### config.mk
export PLATFORM = sky130hd
export DESIGN_NAME = wb_seg
export DESIGN_NICKNAME = d
export VERILOG_FILES = /design/src/rtl/wb_seg.sv
export SDC_FILE = /design/constraint.sdc
export NUM_CORES = 2
export LEC_CHECK = 0
export CAP_MARGIN = 0
export CORE_ASPECT_RATIO = 1.4
export CORE_MARGIN = 10
export CORE_UTILIZATION = 50
export CTS_BUF_LIST = sky130_fd_sc_hd__clkbuf_8 sky130_fd_sc_hd__clkbuf_16
export CTS_CLUSTER_SIZE = 8
export DETAILED_ROUTE_END_ITERATION = 8
export GPL_TIMING_DRIVEN = 0
export HOLD_SLACK_MARGIN = 0.03
export PLACE_DENSITY = 0.78
export SLEW_MARGIN = 15
export SYNTH_ARGS = -nofsm -noshare
export SYNTH_HDL_FRONTEND = slang
export SYNTH_SLANG_ARGS = --single-unit
### constraint.sdc
create_clock -name clk -period 6.05 [get_ports clk]
set_input_delay 1.21 -clock clk [delete_from_list [all_inputs] [get_ports clk]]
set_output_delay 1.21 -clock clk [all_outputs]
set_load 0.05 [all_outputs]
### src/rtl/wb_seg.sv
// Write-back stage: WB pipeline register, destination decode, 32x32 register file, retire counter.
// Optional WB_BYPASS_EN: read ports return the pending write-back data in the same cycle.
module wb_seg #(
    parameter int unsigned CNT_W = 32
) (
    input  logic             clk,
    input  logic             rst,
    input  logic [31:0]      ALUo_In_i,
    input  logic [31:0]      LMD_i,
    input  logic [31:0]      IR_i,
    input  logic [4:0]       rs_addr,
    input  logic [4:0]       rt_addr,
    output logic [31:0]      rs_data,
    output logic [31:0]      rt_data,
    output logic             wb_we,
    output logic [4:0]       wb_addr,
    output logic [31:0]      wb_data,
    output logic [CNT_W-1:0] retire_cnt
);

    localparam int unsigned XLEN = 32;
    localparam int unsigned AW   = 5;
    localparam int unsigned NREG = 32;
    localparam int unsigned OPW  = 6;

    localparam logic [OPW-1:0] OP_RTYPE = 6'b000000;
    localparam logic [OPW-1:0] OP_LW    = 6'b100011;
    localparam logic [2:0]     OP_IMM_HI = 3'b001;

    logic [XLEN-1:0] alu_q;
    logic [XLEN-1:0] lmd_q;
    logic [XLEN-1:0] ir_q;
    logic [XLEN-1:0] regs [NREG];

    logic [OPW-1:0]  op;
    logic            dec_write;
    logic [AW-1:0]   dec_dest;
    logic [XLEN-1:0] dec_data;

    // Stage register captures every cycle; no stall path.
    always_ff @(posedge clk) begin
        if (rst) begin
            alu_q <= '0;
            lmd_q <= '0;
            ir_q  <= '0;
        end else begin
            alu_q <= ALUo_In_i;
            lmd_q <= LMD_i;
            ir_q  <= IR_i;
        end
    end

    // Destination/source decode; non-writing opcodes still drive defined values.
    always_comb begin
        op        = ir_q[31:26];
        dec_write = 1'b0;
        dec_dest  = ir_q[20:16];
        dec_data  = alu_q;
        if (op == OP_RTYPE) begin
            dec_write = 1'b1;
            dec_dest  = ir_q[15:11];
        end else if (op == OP_LW) begin
            dec_write = 1'b1;
            dec_data  = lmd_q;
        end else if (op[5:3] == OP_IMM_HI) begin
            dec_write = 1'b1;
        end
    end

    assign wb_we   = dec_write && (dec_dest != AW'(0));
    assign wb_addr = dec_dest;
    assign wb_data = dec_data;

    // Register file; entry 0 is never written because wb_we excludes dest 0.
    always_ff @(posedge clk) begin
        if (rst) begin
            for (int i = 0; i < int'(NREG); i++) begin
                regs[i] <= '0;
            end
        end else if (wb_we) begin
            regs[wb_addr] <= wb_data;
        end
    end

    // Retire counter: NOP (IR==0) does not count.
    always_ff @(posedge clk) begin
        if (rst) begin
            retire_cnt <= '0;
        end else if (ir_q != XLEN'(0)) begin
            retire_cnt <= retire_cnt + CNT_W'(1);
        end
    end

    // Read ports.
    always_comb begin
        rs_data = (rs_addr == AW'(0)) ? XLEN'(0) : regs[rs_addr];
        rt_data = (rt_addr == AW'(0)) ? XLEN'(0) : regs[rt_addr];
`ifdef WB_BYPASS_EN
        if (wb_we && (rs_addr == wb_addr)) begin
            rs_data = wb_data;
        end
        if (wb_we && (rt_addr == wb_addr)) begin
            rt_data = wb_data;
        end
`endif
    end

endmodule

# [Yosys cells after proc, flatten, opt, wreduce, memory -nomap -nowiden]
# Memories as Yosys holds them, arrays and structs flattened.
# Index checks and enable logic that the tools add are counted.
[word_totals] output_inout_bits=134 memories=1 mem_bits_rw=1024 ff_bits=128
[memory_table] memory="regs" depth=32 word_bits=32 rd=2 rd_clocked_by_memory_dff=0 wr=32 line="33" text="logic [XLEN-1:0] regs [NREG];"
[op_classes] reduce_logical=7 n_eq_ne=2 addsub=1 n_mux=16
[op_table] op="32-bit 2-to-1 mux" count=5
[op_table] op="32-bit by 1-bit adder with 32-bit output, second input constant" count=1
[op_table] op="32-bit nonzero test" count=1
[op_table] op="32-bit OR reduction" count=1
[op_table] op="5-bit zero test" count=2
[op_table] op="5-bit 2-to-1 mux" count=2
[op_table] op="1-bit 2-to-1 mux" count=9
[op_table] op="6-bit equality test, second input constant" count=1
[op_table] op="6-bit zero test" count=1
[op_table] op="5-bit nonzero test" count=1
[op_table] op="3-bit by 1-bit equality test with 1-bit output, second input constant" count=1
[op_table] op="1-bit logical AND" count=1

# [Depth between registers and ports, before layout]
[logic_depth] depth_word=10 depth_mapped=9 depth_no_buf=5

# [Least setup slack after synthesis]
# OpenSTA, ideal clock, no wires.
[synth_path] path_type="input to output" from="in rt_addr[1]" to="out rt_data[31]" path_slack_ns=1.202 stages=7 t_arrival_ns=3.638 path_cell_list="buf_2 buf_2 buf_2 buf_2 buf_1 a21oi_1 a221oi_1"
[synth_between] elab_chain_len=2 word_cells_on_any_way=3 cone_classes="1 x mux; 1 x reduce/logical; 1 x memory"
[synth_lines] element="start: declaration" line="12" text="input logic [4:0] rt_addr,"
[synth_lines] element="memory read 32 x 32 bit or 5-bit zero test (tied branches)"
[synth_lines] element="32-bit 2-to-1 mux *" line="97" text="rt_data = (rt_addr == AW'(0)) ? XLEN'(0) : regs[rt_addr];"
[synth_lines] element="end: declaration" line="14" text="output logic [31:0] rt_data,"
# Mark *: on every way between the ends. The rest lies on a longest branch, timed or not.

# [Final worst setup path]
[layout_path] from="in rt_addr[2]" to="out rt_data[31]"
# The elaborated chain is that of the path after synthesis.

==> impl_summary.md <==
Power and ir drop
The highest ir drop seen on vdd is 0.2512 mV. Dividing total power by cell area gives a power density of 291.2 nW/µm². The overall power consumption is 19,120 µW. The leakage power is 0.02334 µW.

Yosys
The synthesized netlist occupies a cell area of 56,220 µm². When the netlist entered floorplanning its net count stood at 4,263. The top flip-flop cell by instance count after synthesis is sky130_fd_sc_hd__edfxtp_1. The count of unique library cells instantiated by Yosys is 59. The part of the Yosys area used for sequential elements is 57.59%. Synthesis produced 4,154 cells.

The number of synthesized flops with an enable pin is 993. The number of warnings issued by yosys is 0. The synthesized flop and latch total is 1,121. Counting flops with an async set or reset pin after synthesis yields a share of 0%. A synthesized cell averages 13.53 µm².

Clock tree
The clock tree buffer depth is 3. The CTS H-tree depth is 4. In this run the post-CTS setup repair buffer count came out at 0.

TritonCTS built the clock tree. The cell at the root of the clock tree is sky130_fd_sc_hd__clkbuf_16. After clock tree synthesis, the clock-pin slew on the worst setup and hold paths is 0.05 ns. At the later pin of the worst-skew pair, clock insertion delay measures 0.80 ns. The number of buffers added by the clock tree synthesis step is 158. For this design, the CTS-stage hold fixing added 0 buffers. The clock net in this run drives a total of 1,121 sinks.

Worst setup path
The reg-to-reg endpoint is regs[7][7]$_SDFFCE_PN0P_. The critical path is of the input pin to output pin type. The arrival time reported for the critical path endpoint is 4.96 ns. By instance count, the cell type seen most on the critical path is sky130_fd_sc_hd__buf_2. The startpoint identified for the worst register-to-register timing path is ir_q[27]$_SDFF_PP0_.

The number of buffers and inverters on the critical path is 4. For this run, the slowest stage of the critical path takes 0.94 ns. Walking the worst path, the cells encountered are buf_2 -> buf_2 -> clkdlybuf4s15_1 -> mux4_2 -> mux2i_1 -> a221oi_2 -> clkdlybuf4s50_1.

The worst setup path is launched from an input pin. Tracing the worst setup path back leads to its startpoint at rt_addr[2]. The peak fanout along the critical path is 10. Data on the critical path is required at its endpoint by 4.84 ns. The cell with the largest stage delay on the worst path is sky130_fd_sc_hd__clkdlybuf4s15_1. Across all register-to-register paths, the minimum setup slack is 2.30 ns. The kind of capture point of the worst setup path is an output pin. The cell family contributing the most delay on the critical path is buffers and inverters.

The worst register-to-register path has a depth of 7.

Detailed routing
Summed over all layers, the routed wires come to 205,300 µm. For this run, design rule violations remaining after detail routing come to 0. After detailed routing, the average wire length per cell comes to 33.74 µm. The count of nets left with antenna violations once routing finished came out at 0. The count of TritonRoute iterations in the first routing pass is 8. The routed layout has 41,450 vias. In the routed layout, each cell is associated on average with a via count of 6.814. The DRC marker count from the first detailed-route iteration is 6,724.

Timing
The number of endpoints failing setup at the final stage is 14. The worst pin sits at a relative slew slack of 8.509%. The worst clock skew is 0.02947 ns.

Static timing analysis puts the maximum clock frequency at 0.1622 GHz. The final critical delay including setup and external delays is 6.166 ns. The count of endpoints failing hold in the final timing report is 0. The sum of negative setup slack is -0.7702 ns.

For the pin with the worst max-slew slack, the measured transition is 1.363 ns. Setup slack on the critical path of the routed design comes to -0.1161 ns. Setup repair after global routing left no endpoint under its margin.

The number of pins with negative max-slew slack in the final report was 0. The worst path uses 101.9% of the clock period.

Cells and area
The commonest non-fill, non-tap cell in the layout is sky130_fd_sc_hd__edfxtp_1. The fraction of layout cells with a size suffix above 1 is 21.11%. Compared with the post-synthesis result, the final layout area differs by 16.77%.

The total number of nets in the final design is 4,684. The library cells used most frequently in the layout, excluding fill and tap cells, are 993 x sky130_fd_sc_hd__edfxtp_1, 853 x sky130_fd_sc_hd__nor2_1, 449 x sky130_fd_sc_hd__mux4_2. Cells fill 58.84% of the core in the end.

GRT
The overall routing resource usage is 32.22%. Global routing finished with a remaining overflow of 0. The number of global-route vias before repair was 41,940. Entering global routing, the biggest net connects 26 pins. The number of antenna violations at the first check in global routing is 16. The wire length of the first global-routing pass is 289,100 µm.

Placed design
The post-placement worst setup slack is -0.5034 ns. The HPWL after detailed placement is 158,500 µm. The global placer's final weighted congestion is 1.028. The total of buffers placed on input and output ports is 231.

Floorplan
The die span in x is 303.4 µm. Once the floorplan was initialized, standard cells occupied 50.39% of the core. The number of top-level design ports is 242. The die height is 416.8 µm. The count of standard-cell rows is 145. In this run the standard cell core region covers 111,600 µm². The die covers 126,400 µm².

Worst hold path
The hold path endpoint is retire_cnt[12]$_SDFFE_PP0P_. In this run the worst hold path is classified as flop to flop. The startpoint identified for the worst hold timing path is retire_cnt[12]$_SDFFE_PP0P_.

The number of cells traversed by the worst hold path is 2.

Flow run
The tool flagged a number of max-cap violations equal to 0.

Status
The final reports fail on setup timing. The run finished, with violations left.
## how the worst max path moves through the flow
stage	to	cells past startpoint	slack, ns
finish	rt_data[31]	7	-0.12
detailed placement	rs_data[3]	8	-0.50
global placement	regs[10][5]$_SDFFCE_PN0P_	8	-0.51
global route	rt_data[24]	7	0.0008
floorplan	rt_data[31]	7	1.20
CTS	rs_data[12]	8	0.0009
## synth_stat cells (3+ instances only)
master	number	share of area [%]
sky130_fd_sc_hd__mux2_2	63	1.3
sky130_fd_sc_hd__dfxtp_1	128	4.6
sky130_fd_sc_hd__nor4_1	6	0.067
sky130_fd_sc_hd__o2111a_1	44	0.88
sky130_fd_sc_hd__o31ai_1	10	0.13
sky130_fd_sc_hd__and3_1	23	0.26
sky130_fd_sc_hd__nand2b_1	27	0.30
sky130_fd_sc_hd__a21oi_1	76	0.68
sky130_fd_sc_hd__nand3b_1	5	0.067
sky130_fd_sc_hd__edfxtp_1	993	53
sky130_fd_sc_hd__nand3_1	17	0.15
sky130_fd_sc_hd__nor2_1	854	5.7
sky130_fd_sc_hd__nand2_1	234	1.6
sky130_fd_sc_hd__nor2b_1	104	1.2
sky130_fd_sc_hd__o21ai_1	5	0.045
sky130_fd_sc_hd__inv_1	42	0.28
sky130_fd_sc_hd__buf_6	6	0.12
sky130_fd_sc_hd__buf_2	163	1.5
sky130_fd_sc_hd__a221oi_1	45	0.70
sky130_fd_sc_hd__nand3_2	4	0.071
sky130_fd_sc_hd__or3_1	23	0.26
sky130_fd_sc_hd__o2111ai_1	20	0.31
sky130_fd_sc_hd__buf_4	8	0.11
sky130_fd_sc_hd__nand4_1	12	0.13
sky130_fd_sc_hd__or4_1	9	0.12
sky130_fd_sc_hd__o211ai_1	20	0.27
sky130_fd_sc_hd__nor3_1	198	1.8
sky130_fd_sc_hd__nand4b_1	3	0.047
sky130_fd_sc_hd__a221o_1	20	0.36
sky130_fd_sc_hd__a22oi_1	25	0.33
sky130_fd_sc_hd__mux2i_1	165	2.9
sky130_fd_sc_hd__mux4_2	449	18
sky130_fd_sc_hd__clkbuf_1	254	1.7
sky130_fd_sc_hd__buf_1	19	0.13
sky130_fd_sc_hd__o21ai_0	44	0.39
sky130_fd_sc_hd__o21bai_1	7	0.093
## cells by family (layout without fill, tap and decap cells)
| kind of cell | Yosys count | after routing | synth area share [%] |
|---|---|---|---|
| buffers and inverters | 492 | 948 | 3.781 |
| other | 1 | 4 | 0.006670 |
| XOR/XNOR | 3 | 3 | 0.04674 |
| AO/OA/AOI/OAI | 327 | 327 | 4.489 |
| adder cells (fa/ha/maj) | 1 | 1 | 0.02225 |
| AND/OR/NAND/NOR | 1531 | 1531 | 11.85 |
| flip-flops | 1121 | 1121 | 57.59 |
| multiplexers | 678 | 678 | 22.21 |
## metrics by stage
step / area [µm²] / hold WS (ns) / instances
6_report: 65650 / 0.5009 / 6083
3_5_place_dp: 61240 / 0.4912 / 5887
4_1_cts: 65590 / 0.5006 / 6080
3_3_place_gp: 60370 / 0.4751 / 5855
5_1_grt: 65650 / 0.5201 / 6082
2_1_floorplan: 56220 / 0.6405 / 4154
## state kept, by name, summed over array words and instances (netlist names)
name	flops
retire_cnt	32
lmd_q	32
regs	993
ir_q	32
alu_q	32
## per-layer routing
metal / vias to the layer above / GRT usage [%] / part of all wire (%)
li1: 16530 / - / -
met5: - / 0 / 0.052
met3: 957 / 8.091 / 12
met1: 20290 / 35.79 / 31
met4: 16 / 25.36 / 9.5
met2: 3659 / 52.39 / 48
## worst reg2reg max path: cells and delay by family (launching register included)
family	cells	cell delay, ns
compound gates	1	0.78
buf+inv	2	0.54
simple gates	4	1.78
flops	1	0.31
## what timing repair did
item / 4_1_cts / 5_1_grt
pin swaps: 0 / 0
gates resized for setup: 25 / 38
setup endpoints to repair: 38 / 37
gates cloned: 0 / 0
## report_power, final
group / total (µW) / leakage [µW] / internal, µW / switching [µW]
Clock: 8020 / 0.00220 / 4790 / 3230
Combinational: 2350 / 0.00941 / 804 / 1550
Sequential: 8750 / 0.0117 / 8630 / 114
## cell type report
| class | instances | area, µm² |
|---|---|---|
| fillers | 8554 | 45920 |
| flip-flops and latches | 1121 | 32380 |
| multi-input cells | 2541 | 21890 |
| clock buffers | 166 | 4154 |
| repair buffers | 263 | 3059 |
| plain buffers | 448 | 2016 |
| well taps | 1470 | 1839 |
| inverters | 42 | 157.7 |
| clock inverters | 29 | 143.9 |
| diodes | 3 | 7.507 |
(Power assumes the default switching activity.)
